File: config.mk
export PLATFORM = sky130hd
export DESIGN_NAME = dist_obstacle_filter
export DESIGN_NICKNAME = d
export VERILOG_FILES = /design/src/rtl/dist_obstacle_filter.sv
export SDC_FILE = /design/constraint.sdc
export NUM_CORES = 1
export LEC_CHECK = 0
export ABC_AREA = 1
export CORE_MARGIN = 1.5
export CORE_UTILIZATION = 35
export CTS_CLUSTER_DIAMETER = 60
export CTS_CLUSTER_SIZE = 14
export DETAILED_ROUTE_END_ITERATION = 7
export SKIP_CTS_REPAIR_TIMING = 1
export SLEW_MARGIN = 20
export SYNTH_ARGS = -nofsm -noshare
export SYNTH_HDL_FRONTEND = slang
export SYNTH_SLANG_ARGS = --single-unit
File: constraint.sdc
create_clock -name clk_50M -period 5.1 [get_ports clk_50M]
set_input_delay 1.275 -clock clk_50M [delete_from_list [all_inputs] [get_ports clk_50M]]
set_output_delay 1.275 -clock clk_50M [all_outputs]
set_load 0.02 [all_outputs]
File: src/rtl/dist_obstacle_filter.sv
// Smooths ultrasonic range readings with a 4-sample moving average and derives a debounced,
// hysteretic obstacle flag. Zero readings are treated as missing echoes.
module dist_obstacle_filter #(
   parameter int unsigned SAMPLE_PERIOD = 600_000,
   parameter int unsigned NEAR_CM       = 70,
   parameter int unsigned FAR_CM        = 80,
   parameter int unsigned DEBOUNCE      = 3,
   parameter int unsigned MAX_INVALID   = 4
) (
   input  logic        clk_50M,
   input  logic        reset,
   input  logic [15:0] distance_in,
   output logic [15:0] filt_dist,
   output logic        filt_valid,
   output logic        new_sample,
   output logic        obstacle
);

   localparam int unsigned TW = (SAMPLE_PERIOD > 1) ? $clog2(SAMPLE_PERIOD) : 1;

   typedef enum logic [1:0] {StFill, StTrack, StLost} state_e;

   state_e            state_q, state_d;
   logic [TW-1:0]     timer_q, timer_d;
   logic [3:0][15:0]  win_q, win_d;
   logic [17:0]       sum_q, sum_d;
   logic [2:0]        fill_cnt_q, fill_cnt_d;
   logic [3:0]        invalid_cnt_q, invalid_cnt_d;
   logic [3:0]        near_cnt_q, near_cnt_d;
   logic [3:0]        far_cnt_q, far_cnt_d;
   logic              upd_q, upd_d;
   logic [15:0]       filt_dist_q, filt_dist_d;
   logic              filt_valid_q, filt_valid_d;
   logic              new_sample_q, new_sample_d;
   logic              obstacle_q, obstacle_d;
   logic              tick;
   logic [15:0]       avg;

   assign tick = (timer_q == TW'(SAMPLE_PERIOD - 1));
   assign avg  = sum_q[17:2];

   always_comb begin
      state_d       = state_q;
      timer_d       = tick ? '0 : timer_q + TW'(1);
      win_d         = win_q;
      sum_d         = sum_q;
      fill_cnt_d    = fill_cnt_q;
      invalid_cnt_d = invalid_cnt_q;
      near_cnt_d    = near_cnt_q;
      far_cnt_d     = far_cnt_q;
      upd_d         = 1'b0;
      filt_dist_d   = filt_dist_q;
      filt_valid_d  = filt_valid_q;
      new_sample_d  = 1'b0;
      obstacle_d    = obstacle_q;

      // Publish the average one edge after the window shift, once the sum has settled
      if (upd_q) begin
         filt_dist_d  = avg;
         filt_valid_d = 1'b1;
         new_sample_d = 1'b1;
         if (avg < 16'(NEAR_CM)) begin
            far_cnt_d = '0;
            if (near_cnt_q != 4'(DEBOUNCE)) near_cnt_d = near_cnt_q + 4'd1;
            if (near_cnt_d == 4'(DEBOUNCE)) obstacle_d = 1'b1;
         end else if (avg >= 16'(FAR_CM)) begin
            near_cnt_d = '0;
            if (far_cnt_q != 4'(DEBOUNCE)) far_cnt_d = far_cnt_q + 4'd1;
            if (far_cnt_d == 4'(DEBOUNCE)) obstacle_d = 1'b0;
         end else begin
            near_cnt_d = '0;
            far_cnt_d  = '0;
         end
      end

      unique case (state_q)
         StFill, StTrack: begin
            if (tick) begin
               if (distance_in != 16'd0) begin
                  win_d         = {win_q[2:0], distance_in};
                  sum_d         = sum_q + 18'(distance_in) - 18'(win_q[3]);
                  invalid_cnt_d = '0;
                  if (state_q == StTrack) begin
                     upd_d = 1'b1;
                  end else if (fill_cnt_q == 3'd3) begin
                     fill_cnt_d = fill_cnt_q + 3'd1;
                     state_d    = StTrack;
                     upd_d      = 1'b1;
                  end else begin
                     fill_cnt_d = fill_cnt_q + 3'd1;
                  end
               end else begin
                  if (invalid_cnt_q != 4'(MAX_INVALID)) invalid_cnt_d = invalid_cnt_q + 4'd1;
                  if (invalid_cnt_q == 4'(MAX_INVALID - 1)) state_d = StLost;
               end
            end
         end
         StLost: begin
            win_d        = '0;
            sum_d        = '0;
            fill_cnt_d   = '0;
            near_cnt_d   = '0;
            far_cnt_d    = '0;
            filt_dist_d  = '0;
            filt_valid_d = 1'b0;
            obstacle_d   = 1'b0;
            state_d      = StFill;
         end
         default: state_d = StFill;
      endcase
   end

   always_ff @(posedge clk_50M or negedge reset) begin
      if (!reset) begin
         state_q       <= StFill;
         timer_q       <= '0;
         win_q         <= '0;
         sum_q         <= '0;
         fill_cnt_q    <= '0;
         invalid_cnt_q <= '0;
         near_cnt_q    <= '0;
         far_cnt_q     <= '0;
         upd_q         <= 1'b0;
         filt_dist_q   <= '0;
         filt_valid_q  <= 1'b0;
         new_sample_q  <= 1'b0;
         obstacle_q    <= 1'b0;
      end else begin
         state_q       <= state_d;
         timer_q       <= timer_d;
         win_q         <= win_d;
         sum_q         <= sum_d;
         fill_cnt_q    <= fill_cnt_d;
         invalid_cnt_q <= invalid_cnt_d;
         near_cnt_q    <= near_cnt_d;
         far_cnt_q     <= far_cnt_d;
         upd_q         <= upd_d;
         filt_dist_q   <= filt_dist_d;
         filt_valid_q  <= filt_valid_d;
         new_sample_q  <= new_sample_d;
         obstacle_q    <= obstacle_d;
      end
   end

   assign filt_dist  = filt_dist_q;
   assign filt_valid = filt_valid_q;
   assign new_sample = new_sample_q;
   assign obstacle   = obstacle_q;

endmodule

; Yosys cells after proc, flatten, opt, wreduce, memory -nomap -nowiden
; Index checks and enable logic that the tools add are counted.
[classes]
mul = 0
n_eq_ne = 17
order_cmp = 2
add_sub_neg = 7
n_div = 0
shifts = 0
bitwise = 0
reduce_logical = 13
mux = 49
[ops]
columns = cell, count
row1 = 2-to-1 mux 64 bit, 2
row2 = one-hot mux 64 bit (2 select lines), 1
row3 = 2-to-1 mux 4 bit, 16
row4 = 2-to-1 mux 18 bit, 2
row5 = one-hot mux 18 bit (2 select lines), 1
row6 = 2-to-1 mux 16 bit, 2
row7 = "adder 20 x 1 -> 20 bit, second input constant", 1
row8 = "equality test 20 bit, second input constant", 1
row9 = 2-to-1 mux 20 bit, 1
row10 = adder 18 x 16 -> 18 bit, 1
row11 = subtractor 18 x 16 -> 18 bit, 1
row12 = ">= comparator 16 x 7 -> 1 bit, second input constant", 1
row13 = "< comparator 16 x 7 -> 1 bit, second input constant", 1
row14 = nonzero test 16 bit, 1
row15 = 2-to-1 mux 1 bit, 14
row16 = "adder 4 x 1 -> 4 bit, second input constant", 3
row17 = "equality test 4 x 2 -> 1 bit, second input constant", 3
row18 = 2-to-1 mux 2 bit, 6
row19 = AND reduction 4 bit, 3
row20 = 2-to-1 mux 3 bit, 3
row21 = "!= test 3 bit, second input constant", 3
row22 = "!= test 4 x 2 -> 1 bit, second input constant", 2
row23 = "!= test 2 bit, second input constant", 3
row24 = one-hot mux 3 bit (2 select lines), 1
row25 = other kinds (11), 15
[totals]
ram_bits = 0
romBits = 0
in_bits = 18
register_bits = 139
out_inout_bits = 19
mem_count = 0
latchBits = 0
elab_cells = 104

; Depth between registers and ports, before layout
; Gate-level depths: netlist of the first run.
[depth]
depth_word = 11
ltp_mapped = 16
ltp_nobuf = 16

; Worst setup path after synthesis of the first run
; No wires, ideal clock.
[synth_timing]
path_kind = input port to flip-flop
startpoint = in distance_in[1]
endpoint = reg sum_q[12]
setup_time_ps = 117
stages = 14
t_required_ps = 4983
n_path_buf = 0
arrival_time_ps = 3072
setup_slack_ps = 1910
cell_sequence = inv_1 -> fa_1 -> inv_1 -> fa_1 -> nand2_1 -> nand3_1 -> nand3_1 -> nand2_1 -> nand2_1 -> nand2_1 -> nand2_1 -> nand3_1 -> nand3_1 -> nand2_1
[synth_via]
elab_chain_cells = 5
elab_cells_between_ends = 8
cone_classes = add/sub: 2 / eq/ne: 1 / mux: 3 / reduce/logical: 2
[synth_lines]
columns = item, line_no
row1 = "start, declared", 12  ; input logic [15:0] distance_in,
row2 = adder 18 x 16 -> 18 bit, 81  ; sum_d = sum_q + 18'(distance_in) - 18'(win_q[3]);
row3 = subtractor 18 x 16 -> 18 bit, 81
row4 = 2-to-1 mux 18 bit, 79  ; if (distance_in != 16'd0) begin
row5 = 2-to-1 mux 18 bit, 78  ; if (tick) begin
row6 = one-hot mux 18 bit (2 select lines), 76  ; unique case (state_q)
row7 = "end signal, assigned", 132  ; sum_q <= sum_d;
row8 = "end, declared", 26  ; logic [17:0] sum_q, sum_d;
; Several ways; a longest one is shown, not always the timed one. The select of a mux whose other input is x is not followed.
; A chain may end at the register's enable or synchronous reset.

; Final worst setup path of the first run
[layout_timing]
startpoint = in distance_in[14]
endpoint = reg win_q[2] (netlist bit)
[layout_via]
elab_chain_cells = 3
[layout_lines]
columns = item, line_no
row1 = nonzero test 16 bit, 79
row2 = != test 2 bit (no source line), --
row3 = AND reduction 3 bit (no source line), --
row4 = "end signal, assigned", 131  ; win_q <= win_d;
row5 = "end, declared", 25  ; logic [3:0][15:0] win_q, win_d;
; No other way between the ends.

==> results of run 1 <==
-- worst paths after layout --
check	start	to	slack, ns	depth (start not counted)
setup / recovery	distance_in[14]	win_q[2]	1.56	10
hold / removal	win_q[11]	win_q[27]	0.47	2
setup reg to reg	timer_q[0]	win_q[2]	2.17	8
hold reg to reg	win_q[11]	win_q[27]	0.47	2
max in group asynchronous	reset	win_q[59]	3.26	2
min in group asynchronous	reset	timer_q[10]	0.91	1
-- stage by stage --
step	total power, uW	cells	setup slack, ns	util (%)
final	2570	1304	1.56	41.7
after global routing	2670	1304	1.31	41.7
after detailed placement	1290	1273	1.07	38.8
after CTS	2600	1304	1.53	41.7
after floorplan	1220	978	1.91	-
after global placement	1290	1273	1.18	38.8
-- critical path: cells and delay by family --
kind	cells	cell delay [ns]
buffers and inverters	4	1.63
AO/OA/AOI/OAI	1	0.31
AND/OR/NAND/NOR	5	0.65
-- metal layers --
| layer | GRT usage, % | vias to the layer above |
|---|---|---|
| met5 | 0 | - |
| met4 | 4.85 | 0 |
| met3 | 3.97 | 14 |
| met2 | 24.7 | 91 |
| met1 | 23.4 | 2835 |
| li1 | - | 3159 |
-- cells by family (layout without fill, tap and decap cells) --
group	after synthesis	after routing
AND/OR/NAND/NOR	515	515
XOR/XNOR	12	12
buffers and inverters	166	217
adder cells (fa/ha/maj)	43	43
flip-flops	139	139
AO/OA/AOI/OAI	103	103
-- cell type report --
cell class                 instances  share of cell area (%)
multi-input combinational        673                    39.2
tap                              275                    3.89
inverter                         144                    6.11
timing repair buffer              42                    4.59
sequential                       139                    39.3
clock inverter                    11                    1.94
clock buffer                      20                    4.93
-- layout by cell type, fill, tap and decap left out, types with 6 or more instances in the layout --
| cell type | count |
|---|---|
| a21oi_1 | 24 |
| buf_4 | 6 |
| clkbuf_16 | 17 |
| clkdlybuf4s50_1 | 35 |
| dfrtp_1 | 139 |
| fa_1 | 16 |
| ha_1 | 27 |
| inv_1 | 141 |
| nand2_1 | 320 |
| nand3_1 | 76 |
| nand4_1 | 21 |
| nor2_1 | 73 |
| nor3_1 | 7 |
| o21ai_0 | 66 |
| o22ai_1 | 6 |
| xor2_1 | 9 |
-- state kept, by name, indices dropped and copies added (netlist names) --
name,cells
far_cnt_q,4
fill_cnt_q,3
filt_dist,16
filt_valid,1
invalid_cnt_q,4
near_cnt_q,4
new_sample,1
obstacle,1
state_q,2
sum_q,18
timer_q,20
upd_q,1
win_q,64
-- report_power, final --
| part | internal (uW) | switching, uW | total [uW] |
|---|---|---|---|
| registers | 1100 | 0 | 1100 |
| logic | 56.6 | 105 | 161 |
| clock network | 815 | 488 | 1300 |
| total | 1970 | 593 | 2570 |
==> results.md, run 1 <==
- Slowest CP cell: buf_4
- RSZ-0062 raised after global routing: no
- Die Ht: 151 um
- Count of cell types in the netlist: 32
- Asr flop ratio synth: 100%
- Die W: 151 um
- Max-cap viol count: 0
- Final Wtd Congestion: 0.821
- Number of enable flip-flop cells after synthesis: 0
- Critical Path AT: 3.87 ns
- Core area: 0.0212 mm^2
- Synth Register Bits: 139
- CTS H-tree lvls: 4
- Pleak: 0.00458 uW
- HP Class: flop to flop
- Worst-path clk slew: 0.06 ns
- Root Driver: clkbuf_16
- Number of vias in the routed layout: 6099
- Vias per cell: 4.68
- Status: complete, no violations
- Clk Latency, worst-skew pair: 0.43 ns
- Synth Area in Compound Gates: 7.11%
- Largest family of logic cells by synthesized area: simple AND/OR/NAND/NOR gates
- Post-Syn Area: 0.00763 mm^2
- Largest net degree at the start of global routing: 95
- Top post-synthesis cells by count: 320 x nand2_1, 141 x inv_1, 139 x dfrtp_1
- Sequential Area: 0.00348 mm^2
- Startpoint Class: input port
- CTS max path bufs: 2
- Area after DPL: 0.00824 mm^2
- Slew Limit Fails: 0
- Worst slew pin tran: 0.877 ns
- DR iter-0 viols: 360
- Hold Vio Cnt, Final: 0
- Total Wirelength: 17000 um
- Top_reg_cell synth: dfrtp_1
- Yosys top cell by area: dfrtp_1
- Synth-to-layout area growth: 15.9%
- TNS Setup: 0 ns
- Routed Antenna Nets: 0
- Fin Clk Skew: 0.0111 ns
- CTS tree: built
- Die area: 0.0227 mm^2
- Xor/xnor cell area share of the yosys netlist: 1.38%
- Seq/Total Area, Yosys: 45.6%
- Ranking of synthesized cells by area: dfrtp_1 46%, nand2_1 16%, inv_1 6.9%
- Number of detailed-route iterations in the first pass: 5
- Pwr dens: 290 mW/mm^2
- Share of layout cells above drive strength 1: 4.66%
- Dpl hpwl: 11900 um
- Final setup viols: 0
- Clock Sinks: 139
- Post-synthesis mux area share: 0%
- CP max FO: 66
- CP Capture Type: flop
- Nets: 1078
- Design Area, Final: 0.00885 mm^2
- Io pins: 37
- Antenna diodes: 0
- Syn_area_per_cell: 7.81 um^2
- Highest metal used: met4
- Part of the cycle the worst path needs: 69.4%
- Synth Area in Simple Gates: 28.3%
- Port bufs: 36
- Most common cell in the netlist: nand2_1
- Post-synthesis adder-cell area fraction: 8.62%
- Gate Count Post-Synth: 978
- Yosys top cell area share: 45.6%
- Global-route wire length before repair: 29100 um
- Ys Warns: 0
- Initial Utilization: 36.0%
- Antenna violations before repair: 0
- Drt drc: 0
- Met3 routed WL: 638 um
- WHS: 0.470 ns
- Site Rows: 53
- DR WL/cell: 13.0 um
- Slowest Stage Delay on Critical Path: 0.58 ns
- Slew headroom: 41.6%
- Syn Nets: 1039
- Met1 WL: 8670 um
- FILL cells: 2181
- WL met2: 7500 um
- Critical path cell sequence: clkdlybuf4s50_1, inv_1, nand4_1, nor2_1, nand2_1, nand2_1, nor2_4, buf_4, inv_1, o21ai_0
- WP data required: 5.43 ns
- Total Routing Usage GR: 16.5%
- CP Class: input port to flop
- Multi-input gate area: 0.00347 mm^2
- Min Tclk post-route: 3.54 ns
- Fmax: 0.283 GHz
- Vias in the first global route: 5855
- Max rail drop VDD: 196 uV
- Grt total ovfl: 0
- CTS Buf Count: 17
Power figures use the tool's default switching activity.
==> inputs of run 2 (changes only) <==
==> constraint.sdc (replaced) <==
create_clock -name clk_50M -period 3.2 [get_ports clk_50M]
set_input_delay 0.8 -clock clk_50M [delete_from_list [all_inputs] [get_ports clk_50M]]
set_output_delay 0.8 -clock clk_50M [all_outputs]
set_load 0.02 [all_outputs]
==> run 2 against run 1 <==
  * Total power is 67% higher
  * Worst setup slack worse by 1.3 ns
  * Register-to-register slack worse by 1.4 ns
  * Largest power group unchanged
  * Routed wire length is 3.1% higher
  * Critical endpoint is now sum_q[12]
  * Critical path type unchanged
  * Critical path depth is 5 higher
==> results.md, run 2 (same netlist as run 1, synthesis figures left out) <==
- Site Rows: 53 (unchanged)
- Die Ht: 151 um (unchanged)
- Grt total ovfl: 0 (unchanged)
- Antenna diodes: 0 (unchanged)
- GR peak layer: met2 (unchanged)
- Share of layout cells above drive strength 1: 8.51% (was 4.66%)
- Area after DPL: 0.00859 mm^2 (was 0.00824 mm^2)
- Routing usage on met1: 23.9% (was 23.4%)
- Io pins: 37 (unchanged)
- Number of vias in the routed layout: 6316 (was 6099)
- Part of the cycle the worst path needs: 90.7%
- RSZ-0062 raised after global routing: no (unchanged)
- DR iter-0 viols: 412 (was 360)
- Pwr dens: 464 mW/mm^2 (was 290 mW/mm^2)
- Max-cap viol count: 0 (unchanged)
- Vias per cell: 4.70 (was 4.68)
- Vias in the first global route: 6197 (was 5855)
- Hold Vio Cnt, Final: 0 (unchanged)
- Design Area, Final: 0.00925 mm^2 (was 0.00885 mm^2)
- DR WL/cell: 13.0 um (about the same)
- CP Capture Type: flop (unchanged)
- CTS max path bufs: 2 (unchanged)
- Pleak: 0.00482 uW (was 0.00458 uW)
- Worst-path clk slew: 0.06 ns (about the same)
- Status: complete, no violations (unchanged)
- Root Driver: clkbuf_16 (unchanged)
- Final Wtd Congestion: 0.863 (was 0.821)
- Pre-CTS setup slack: -0.132 ns (was 1.07 ns)
- Met3 Usage GRT: 3.39% (was 3.97%)
- Max reg flops: 64 (unchanged)
- Slowest CP cell: fa_1 (was buf_4)
- CP Class: input port to flop (unchanged)
- Number of detailed-route iterations in the first pass: 5 (unchanged)
- Port bufs: 36 (unchanged)
- Slew headroom: 65.7% (was 41.6%)
- Total Routing Usage GR: 16.9% (was 16.5%)
- Final setup viols: 0 (unchanged)
- Core area: 0.0212 mm^2 (unchanged)
- Die W: 151 um (unchanged)
- Fin util: 43.6% (was 41.7%)
- Critical Path AT: 3.22 ns (was 3.87 ns)
- HP Class: input port to asynchronous set/reset pin (was flop to flop)
- Slew Limit Fails: 0 (unchanged)
- Most Frequent Cell on Critical Path: nand2_1
- Synth-to-layout area growth: 21.2% (was 15.9%)
- Max rail drop VDD: 289 uV (was 196 uV)
- CTS Buf Count: 17 (unchanged)
- Die area: 0.0227 mm^2 (unchanged)
- Setup WS post-layout: 0.298 ns (was 1.56 ns)
- Slowest Stage Delay on Critical Path: 0.54 ns (was 0.58 ns)
- CTS H-tree lvls: 4 (unchanged)
- Drt drc: 0 (unchanged)
- Most frequent cells in the layout: 320 x nand2_1, 141 x inv_1, 139 x dfrtp_1, 76 x nand3_1, 73 x nor2_1 (unchanged)
- Fin Clk Skew: 0.00990 ns (was 0.0111 ns)
- Startpoint Class: input port (unchanged)
- CTS tree: built (unchanged)
- GR Util met2: 26.0% (was 24.7%)
- Worst slew pin tran: 0.511 ns (was 0.877 ns)
- Global-route wire length before repair: 30100 um (was 29100 um)
- CP max FO: 4 (was 66)
- Regs by FF count: win_q x64, timer_q x20, sum_q x18 (unchanged)
- Most flops, register: win_q (unchanged)
- Min Tclk post-route: 2.90 ns
- Antenna violations before repair: 0 (unchanged)
- WP data required: 3.52 ns (was 5.43 ns)
- Clock Sinks: 139 (unchanged)
- Dpl hpwl: 12600 um (was 11900 um)
- Most common cell after layout, fill and taps aside: nand2_1 (unchanged)
- Total Wirelength: 17500 um (was 17000 um)
- Routed Antenna Nets: 0 (unchanged)
- Critical path cell sequence: clkdlybuf4s50_1, inv_1, fa_1, inv_1, fa_1, nand2_1, nand3_1, nand3_1, nand2_1, nand2_1, nand2_1, nand2_1, nand3_1, nand3_1, nand2_1 (was clkdlybuf4s50_1, inv_1, nand4_1, nor2_1, nand2_1, nand2_1, nor2_4, buf_4, inv_1, o21ai_0)
- Clk Latency, worst-skew pair: 0.43 ns (about the same)
- Fmax: 0.345 GHz
- Largest net degree at the start of global routing: 54 (was 95)
- Nets: 1118 (was 1078)
- Initial Utilization: 36.0% (unchanged)
- TNS Setup: 0 ns (unchanged)
## run 2: changes by cell type in the layout (fill, tap and decap cells not counted), sizes merged
cell / delta
clkinv: -1
buf: +40
bufinv: +1
inv: +1
clkinvlp: -1
## run 2: per-layer routing
metal | up-vias | part of all wire (%)
met2 | 84 | 44
met5 | - | 0
li1 | 3246 | -
met3 | 19 | 3.1
met1 | 2967 | 52
met4 | 0 | 1.2
## run 2: where the power goes
group          total [uW]  internal [uW]  leakage [uW]  switching, uW
Clock                2220           1440      0.000322            782
Combinational         313            136       0.00260            177
Sequential           1760           1760       0.00190              0
Total                4290           3330       0.00482            960
## run 2: cell type report
cell class                      count  area (um^2)
Clock buffer                       20          467
Fill cell                        2141        12000
Inverter                          144          541
Timing Repair Buffer               82          757
Sequential cell                   139         3480
Tap cell                          275          344
Clock inverter                     11          190
Multi-Input combinational cell    673         3470
## run 2: final timing paths
| path | from | to | slack [ns] | cells after the start |
|---|---|---|---|---|
| min in group clk_50M | upd_q | new_sample | 0.45 | 0 |
| hold / removal | reset | timer_q[7] | 0.28 | 1 |
| hold reg to reg | upd_q | new_sample | 0.45 | 0 |
| setup / recovery | distance_in[1] | sum_q[12] | 0.30 | 15 |
| setup reg to reg | sum_q[2] | sum_q[13] | 0.79 | 13 |
| max in group asynchronous | reset | timer_q[5] | 2.16 | 3 |
## run 2: worst max-delay path, delay by kind of cell
family                   cells  cell delay [ns]
adder cells (fa/ha/maj)      2             0.98
AND/OR/NAND/NOR             10             0.85
buffers and inverters        3             0.60
## run 2: through the flow
stage	hold slack, ns	std cells	total power, uW
after floorplan	0.393	978	1950
after global placement	0.423	1313	2100
after detailed placement	0.424	1313	2110
after CTS	0.276	1344	4330
after global routing	0.298	1344	4450
final	0.278	1344	4290
==> inputs of run 3 (changes only) <==
--- a/config.mk
+++ b/config.mk
@@ -6,11 +6,15 @@
 export NUM_CORES = 1
 export LEC_CHECK = 0
 export ABC_AREA = 1
+export CELL_PAD_IN_SITES_DETAIL_PLACEMENT = 2
+export CELL_PAD_IN_SITES_GLOBAL_PLACEMENT = 2
 export CORE_MARGIN = 1.5
-export CORE_UTILIZATION = 35
+export CORE_UTILIZATION = 33
 export CTS_CLUSTER_DIAMETER = 60
 export CTS_CLUSTER_SIZE = 14
 export DETAILED_ROUTE_END_ITERATION = 7
+export GPL_TIMING_DRIVEN = 0
+export PLACE_DENSITY_LB_ADDON = 0.1
 export SKIP_CTS_REPAIR_TIMING = 1
 export SLEW_MARGIN = 20
 export SYNTH_ARGS = -nofsm -noshare
==> run 3 against run 2 <==
  * Critical path depth unchanged
  * Highest routed layer unchanged
  * Worst setup slack got worse by 0.13 ns
  * Combinational power decreased by 10%
  * Critical endpoint unchanged
  * Largest power group unchanged
  * Clock power decreased by 7%
==> results.md, run 3 (same netlist as run 1, synthesis figures left out) <==
- CTS tree: built (unchanged)
- Largest net degree at the start of global routing: 80 (was 54)
- Clock Sinks: 139 (unchanged)
- Global-route wire length before repair: 39200 um (was 30100 um)
- Critical Path AT: 3.35 ns (was 3.22 ns)
- Most flops, register: win_q (unchanged)
- CP max FO: 4 (unchanged)
- Slowest Stage Delay on Critical Path: 0.55 ns (was 0.54 ns)
- Slew Limit Fails: 0 (unchanged)
- Dpl hpwl: 17700 um (was 12600 um)
- FF-to-FF setup slack: 0.64 ns (was 0.79 ns)
- Io pins: 37 (unchanged)
- Synth-to-layout area growth: 17.8% (was 21.2%)
- Hold Vio Cnt, Final: 0 (unchanged)
- Vias in the first global route: 7290 (was 6197)
- Die Ht: 155 um (was 151 um)
- Site Rows: 55 (was 53)
- Routing usage on met1: 27.0% (was 23.9%)
- FILL cells: 2612 (was 2141)
- WP data required: 3.51 ns (was 3.52 ns)
- HP Class: input port to asynchronous set/reset pin (unchanged)
- Pwr dens: 457 mW/mm^2 (was 464 mW/mm^2)
- Fin util: 39.7% (was 43.6%)
- Max-cap viol count: 0 (unchanged)
- Grt total ovfl: 0 (unchanged)
- Number of detailed-route iterations in the first pass: 4 (was 5)
- Nets: 1095 (was 1118)
- Worst slew pin tran: 0.750 ns (was 0.511 ns)
- Status: complete, no violations (unchanged)
- WHS: 0.299 ns (was 0.278 ns)
- Startpoint Class: input port (unchanged)
- Setup WS post-layout: 0.166 ns (was 0.298 ns)
- DR WL/cell: 17.8 um (was 13.0 um)
- Number of vias in the routed layout: 6596 (was 6316)
- Tot Pwr: 4110 uW (was 4290 uW)
- Fin Clk Skew: 0.0125 ns (was 0.00990 ns)
- Core area: 0.0226 mm^2 (was 0.0212 mm^2)
- Vias per cell: 4.95 (was 4.70)
- GR Util met2: 38.2% (was 26.0%)
- Drt drc: 0 (unchanged)
- Share of layout cells above drive strength 1: 6.11% (was 8.51%)
- Pleak: 0.00463 uW (was 0.00482 uW)
- Routed Antenna Nets: 0 (unchanged)
- Port bufs: 36 (unchanged)
- Max reg flops: 64 (unchanged)
- Total Wirelength: 23700 um (was 17500 um)
- Max rail drop VDD: 263 uV (was 289 uV)
- Min Tclk post-route: 3.03 ns (was 2.90 ns)
- Final setup viols: 0 (unchanged)
- CP Capture Type: flop (unchanged)
- CTS H-tree lvls: 4 (unchanged)
- Die W: 155 um (was 151 um)
- Worst-path clk slew: 0.06 ns (about the same)
- Most common cell after layout, fill and taps aside: nand2_1 (unchanged)
- Most frequent cells in the layout: 317 x nand2_1, 141 x inv_1, 139 x dfrtp_1, 75 x nand3_1, 74 x nor2_1 (was 320 x nand2_1, 141 x inv_1, 139 x dfrtp_1, 76 x nand3_1, 73 x nor2_1)
- GR peak layer: met2 (unchanged)
- Initial Utilization: 33.7% (was 36.0%)
- Pre-CTS setup slack: -0.371 ns (was -0.132 ns)
- Slew headroom: 50.0% (was 65.7%)
- Slowest CP cell: fa_1 (unchanged)
- Root Driver: clkbuf_16 (unchanged)
- Antenna diodes: 0 (unchanged)
- Fmax: 0.330 GHz (was 0.345 GHz)
- Die area: 0.0241 mm^2 (was 0.0227 mm^2)
- Final Wtd Congestion: 0.795 (was 0.863)
- TNS Setup: 0 ns (unchanged)
- Part of the cycle the worst path needs: 94.8% (was 90.7%)
- Antenna violations before repair: 0 (unchanged)
- DR iter-0 viols: 252 (was 412)
- Met3 Usage GRT: 3.29% (was 3.39%)
- Regs by FF count: win_q x64, timer_q x20, sum_q x18 (unchanged)
- Total Routing Usage GR: 21.3% (was 16.9%)
- CTS Buf Count: 17 (unchanged)
- Clk Latency, worst-skew pair: 0.43 ns (about the same)
- CP Class: input port to flop (unchanged)
- CTS max path bufs: 2 (unchanged)
- Critical path cell sequence: clkdlybuf4s50_1, inv_1, fa_1, inv_1, fa_1, nand2_1, nand3_1, nand3_2, nand2_2, nand2_2, nand2_2, nand2_1, nand3_1, nand3_1, nand2_1 (was clkdlybuf4s50_1, inv_1, fa_1, inv_1, fa_1, nand2_1, nand3_1, nand3_1, nand2_1, nand2_1, nand2_1, nand2_1, nand3_1, nand3_1, nand2_1)
run 3: worst max-delay path: cells and delay by family:
family	cells	cell delay [ns]
and+or+nand+nor	10	0.93
buffers and inverters	3	0.61
adders and majority gates	2	1.00
run 3: per-stage QoR:
step / cells / instance area, um^2
floorplan: 978 / 7630
global placement: 1299 / 8350
detailed placement: 1300 / 8380
CTS: 1332 / 8980
global route: 1332 / 9000
finish: 1332 / 9000
run 3: final cells by class:
cell class	count	area, um^2	area share (%)
flip-flops and latches	139	3480	38.7
multi-input cells	673	3480	38.7
inverters	144	541	6.01
clock buffers	19	433	4.81
repair buffers	37	393	4.37
well taps	285	357	3.96
clock inverters	13	168	1.86
plain buffers	22	150	1.67
run 3: final timing paths:
path | from | to | cells after the start
min in group clk_50M | upd_q | new_sample | 0
setup / recovery | distance_in[1] | sum_q[12] | 15
hold / removal | reset | timer_q[17] | 1
max in group asynchronous | reset | win_q[15] | 2
setup reg to reg | sum_q[8] | sum_q[17] | 12
hold reg to reg | upd_q | new_sample | 0
run 3: per-layer routing:
layer  up-vias  wire length, um
met3        18              398
li1       3189                -
met4         0              252
met2        58            12000
met1      3331            11000
met5         -                0
run 3: power by group:
group	internal [uW]	switching, uW
Combinational	95.3	186
Sequential	1760	0
Clock	1230	838
